<file path="config.mk">
export PLATFORM = sky130hd
export DESIGN_NAME = uc_secuencial
export DESIGN_NICKNAME = d
export VERILOG_FILES = /design/src/rtl/uc_secuencial.sv
export SDC_FILE = /design/constraint.sdc
export NUM_CORES = 1
export LEC_CHECK = 0
export ABC_AREA = 1
export CORE_MARGIN = 4
export CORE_UTILIZATION = 37
export CTS_CLUSTER_SIZE = 24
export DETAILED_ROUTE_END_ITERATION = 8
export MAX_ROUTING_LAYER = met4
export PLACE_DENSITY = 0.8
export SLEW_MARGIN = 10
export SYNTH_ARGS = -nofsm -noshare
export SYNTH_HDL_FRONTEND = slang
export SYNTH_SLANG_ARGS = --single-unit
</file>
<file path="constraint.sdc">
create_clock -name clk -period 2.94 [get_ports clk]
set_input_delay 0.735 -clock clk [delete_from_list [all_inputs] [get_ports clk]]
set_output_delay 0.735 -clock clk [all_outputs]
set_load 0.005 [all_outputs]
</file>
<file path="src/rtl/uc_secuencial.sv">
// Control unit for the single-cycle 8-bit microcontroller: decode, zero flag, HALT/resume, single-step.
// Optional retired-instruction counter on icount when UC_ICOUNT_EN is defined.
module uc_secuencial (
   input  logic        clk,
   input  logic        reset,
   input  logic [5:0]  opcode,
   input  logic        z,
   input  logic        go,
   input  logic        step_mode,
   input  logic        step_req,
   output logic        s_inc,
   output logic        s_inm,
   output logic        we3,
   output logic [2:0]  op,
   output logic        pc_en,
   output logic        halted,
   output logic        step_done,
   output logic        illegal,
   output logic [15:0] icount
);

   localparam int unsigned OPC_W = 6;
   localparam int unsigned CNT_W = 16;

   localparam logic [OPC_W-1:0] OPC_LI   = 6'b001000;
   localparam logic [OPC_W-1:0] OPC_J    = 6'b010000;
   localparam logic [OPC_W-1:0] OPC_JZ   = 6'b010001;
   localparam logic [OPC_W-1:0] OPC_JNZ  = 6'b010010;
   localparam logic [OPC_W-1:0] OPC_HALT = 6'b111111;

   typedef enum logic [2:0] {
      S_INIT   = 3'd0,
      S_RUN    = 3'd1,
      S_HALT   = 3'd2,
      S_RESUME = 3'd3,
      S_PAUSE  = 3'd4
   } state_t;

   state_t state;
   logic   zf;
   logic   is_alu_c;
   logic   is_halt_c;
   logic   exec_c;

   assign is_alu_c  = (opcode[5:3] == 3'b000);
   assign is_halt_c = (opcode == OPC_HALT);
   // An instruction executes in RUN, or in PAUSE when a step is requested.
   assign exec_c    = (state == S_RUN) || ((state == S_PAUSE) && step_req);

   // Datapath controls, combinational from state and opcode.
   always_comb begin
      pc_en   = 1'b0;
      we3     = 1'b0;
      s_inc   = 1'b1;
      s_inm   = 1'b0;
      op      = 3'b000;
      illegal = 1'b0;
      halted  = (state == S_HALT);
      if (state == S_RESUME) begin
         pc_en = 1'b1;
      end else if (exec_c && !is_halt_c) begin
         pc_en = 1'b1;
         if (is_alu_c) begin
            op  = opcode[2:0];
            we3 = 1'b1;
         end else begin
            case (opcode)
               OPC_LI: begin
                  we3   = 1'b1;
                  s_inm = 1'b1;
               end
               OPC_J:   s_inc = 1'b0;
               OPC_JZ:  s_inc = !zf;
               OPC_JNZ: s_inc = zf;
               default: illegal = 1'b1;
            endcase
         end
      end
   end

   // Sequencing, zero flag and step-done pulse.
   always_ff @(posedge clk or negedge reset) begin
      if (!reset) begin
         state     <= S_INIT;
         zf        <= 1'b0;
         step_done <= 1'b0;
      end else begin
         step_done <= 1'b0;
         if (exec_c && is_alu_c) begin
            zf <= z;
         end
         case (state)
            S_INIT: state <= S_RUN;
            S_RUN: begin
               if (is_halt_c)      state <= S_HALT;
               else if (step_mode) state <= S_PAUSE;
            end
            S_HALT: begin
               if (go) state <= S_RESUME;
            end
            S_RESUME: state <= step_mode ? S_PAUSE : S_RUN;
            S_PAUSE: begin
               if (step_req) begin
                  if (is_halt_c) begin
                     state <= S_HALT;
                  end else begin
                     step_done <= 1'b1;
                  end
               end else if (!step_mode) begin
                  state <= S_RUN;
               end
            end
            default: state <= S_INIT;
         endcase
      end
   end

`ifdef UC_ICOUNT_EN
   logic [CNT_W-1:0] icount_q;

   // Counts every executed non-HALT instruction, illegal NOPs included.
   always_ff @(posedge clk or negedge reset) begin
      if (!reset) begin
         icount_q <= '0;
      end else if (exec_c && !is_halt_c) begin
         icount_q <= icount_q + CNT_W'(1);
      end
   end

   assign icount = icount_q;
`else
   assign icount = CNT_W'(0);
`endif

endmodule

</file>
==> results.txt <==
----------------------------------------------------
[Global route]
  Number of global-route vias before repair ... about 540
  Number of antenna violations at the first check in global routing ... 0
  Global-route wire length before repair ... 2230 um
  All-Layer GR Usage ... 15.1%
  Overflow after GRT ... 0
  Maximum number of pins on one net before global-route repair ... 6

[Floorplan]
  Initial cell density of the core ... 41.4%
  Total die area ... 0.00222 mm^2
  Die Width ... 47.1 um
  Placement Rows ... 13
  I/O pin cnt ... 38
  Area of the core ... roughly 0.0014 mm^2
  Vert. Die Dim ... 47.1 um

[Logic synthesis]
  Register bit total from synthesis ... 5
  Mean post-synth cell area ... around 6.3 um^2
  Main synth FF type ... dfrtp_1
  Area of the mapped netlist ... 566 um^2
  Biggest area contributors in the synthesized netlist ... dfrtp_1 22%, buf_4 21%, nand2_1 13%
  Largest area contributor in the synthesized netlist ... dfrtp_1
  Post-Syn Instances ... 90
  Number of flops mapped to enable cells by yosys ... 0
  Asr flop ratio synth ... 100%
  Most frequent cell after synthesis ... nand2_1
  Top cells by instance count after synthesis ... 19 x nand2_1, 16 x buf_4, 11 x inv_1, 11 x nor2_1
  Register area share after synthesis ... 22.1%
  Unique cell type count in the Yosys netlist ... 18
  Top-area cell type share of the netlist area ... 22.1%
  YS warnings ... 0

[Place]
  Number of input and output port buffers inserted ... 21
  HPWL Detailed ... 1200 um
  GP Congestion ... 0.810

[Power and ir drop]
  Leakage power summed over all cells ... about 0.52 nW
  PwrDens ... ~650 mW/mm^2
  Power, Total ... 553 uW
  VDD IR max ... ~0.38 mV

[Critical path]
  CP dominant cell by count ... nand2_2
  Worst reg2reg path endpoint ... state[1]
  Register-to-Register Path Depth ... 9
  Kind of end point of the critical path ... output pin
  Standard cell with the maximum stage delay on the critical path ... clkdlybuf4s50_1
  Start-to-end type of the worst setup path ... input pin to output pin
  Sort of element at the start of the critical path ... input pin
  Worst r2r src ... state[2]
  Arrival time of the worst setup path ... 2130 ps
  Launching instance or port of the critical path ... opcode[3]
  Required time worst endpoint ... 2200 ps
  Maximum fanout count along the critical path ... 5
  List of cells traversed by the critical path ... clkdlybuf4s50_1, nand2_1, nor2_2, nand2_2, nand2_2, nand2_4, inv_2, buf_4, nor2_1, dlygate4sd2_1
  Largest incremental delay on the critical path ... roughly 480 ps
  FF-to-FF setup slack ... 1580 ps

[Run]
  Number of max-cap violations ... 0

[STA]
  Final hold violation count ... 0
  Fraction of the cycle the final worst path needs ... between 90 and 100%
  Setup Skew ... 0.970 ps
  Achievable Freq ... 0.348 GHz
  Finish-stage setup viols ... 0
  Max-slew violation total from the final report ... 0
  Worst hold slack across all endpoints ... 517 ps
  Minimum period implied by the final worst setup slack ... 2870 ps
  Setup_tns ... 0 ps

[Worst hold path]
  Hold WC Path Type ... flop to flop
  Critical hold path startpoint ... zf
  Hold Path Sink ... zf
  Cells on Worst Hold Path ... 2

[Layout]
  Area growth syn-to-layout ... 50.7%
  Number of fillers in the final layout ... 126
  Fraction of layout instances using a drive strength above 1 ... a little under a quarter
  FF/Latch Area ... 125 um^2
  Multi-input gate area ... 337 um^2
  Net count reported at finish ... 140
  Diode insertion count for antenna repair ... 0

[Clocking]
  TritonCTS buffer count ... 3
  CTS Root Cell ... clkbuf_4
  Clk slew on worst S/H paths ... ~40 ps
  Clock tree from TritonCTS ... yes
  Worst skew pair latency ... around 230 ps
  Bufs on Longest Clock Path ... 2
  H-tree levels ... 1
  Cts hold-fix bufs ... 0
  Number of clock sinks ... 5

[Detailed routing]
  Average routed wire per standard cell ... about 11 um
  Final wirelength ... 1510 um
  Antenna-violating nets left ... 0
  DRC errors left ... 0
  Via count of the routed design ... 610
  Number of search-and-repair iterations in the first detailed-routing pass ... 4
  Count of routing violations after the opening detailed-route iteration ... 9
  Number of vias per cell after detailed routing ... approximately 4.3

[Status]
  Result of the run ... complete, no violations

----------------------------------------------------
through the flow:
stage	utilization, %	setup slack, ps	instance area (um^2)	std cells
4_1_cts	61.7	31.9	843	142
3_5_place_dp	56.8	-95.2	776	131
5_1_grt	62.4	-11.9	852	142
6_report	62.4	70.3	852	142
3_3_place_gp	56.8	-82.4	776	131
2_1_floorplan	-	917	622	105
flip-flops by register name (all words and copies together) (netlist names):
register   flops
step_done      1
state          3
zf             1
repair_timing:
action | CTS | global route
setup buffers | 7 | 0
pin swaps | 1 | 1
resized for setup | 9 | 6
setup endpoints to repair | 8 | 3
endpoints found under the hold margin | 0 | 0
report_power, final:
part,internal [mW],switching [mW],leakage (nW)
sequential,0.0995,0.0303,0.0642
combinational,0.172,0.175,0.445
clock,0.0511,0.0246,0.0150
total,0.323,0.230,0.524
cells in the final DEF, fill, tap and decap left out, types with 2 or more instances in the layout:
cell type and instances:
nand2_1 19, conb_1 16, buf_4 13, nor2_1 11, inv_1 11, clkdlybuf4s50_1 9, dlygate4sd2_1 8, nor2_2 5
nand3_1 5, dfrtp_1 5, nand2_2 4, clkbuf_4 3, dlymetal6s2s_1 3, nor3_1 2, nand4_1 2, o21ai_0 2
worst max-delay path: cells and delay by family:
family | cells | cell delay, ps
and+or+nand+nor | 6 | 460
buffers and inverters | 4 | 930
per-layer routing:
| metal | wire length, um | GRT usage (%) |
|---|---|---|
| met1 | 615 | 18.1 |
| met2 | 812 | 25.2 |
| met3 | 77 | 1.53 |
| met4 | 6 | 6.63 |
| met5 | 0 | - |
worst max-delay path by stage:
stage | to | slack (ps) | cells past startpoint
floorplan | pc_en | 920 | 7
global placement | op[0] | -80 | 9
detailed placement | pc_en | -100 | 9
CTS | we3 | 30 | 10
global route | illegal | -10 | 9
finish | op[0] | 70 | 10
cell type report:
type	count	area share, %
clock buffer	4	3.08
inverter	12	5.29
tap	15	2.20
multi-input combinational	72	39.5
timing repair buffer	34	35.2
sequential	5	14.7
logic make-up after synthesis:
family / share of synthesized area [%]
flops: 22.1
simple gates: 42.5
other cells: 0.663
buf+inv: 29.2
compound gates: 5.53
No activity file was read; power rests on OpenSTA's default activity.
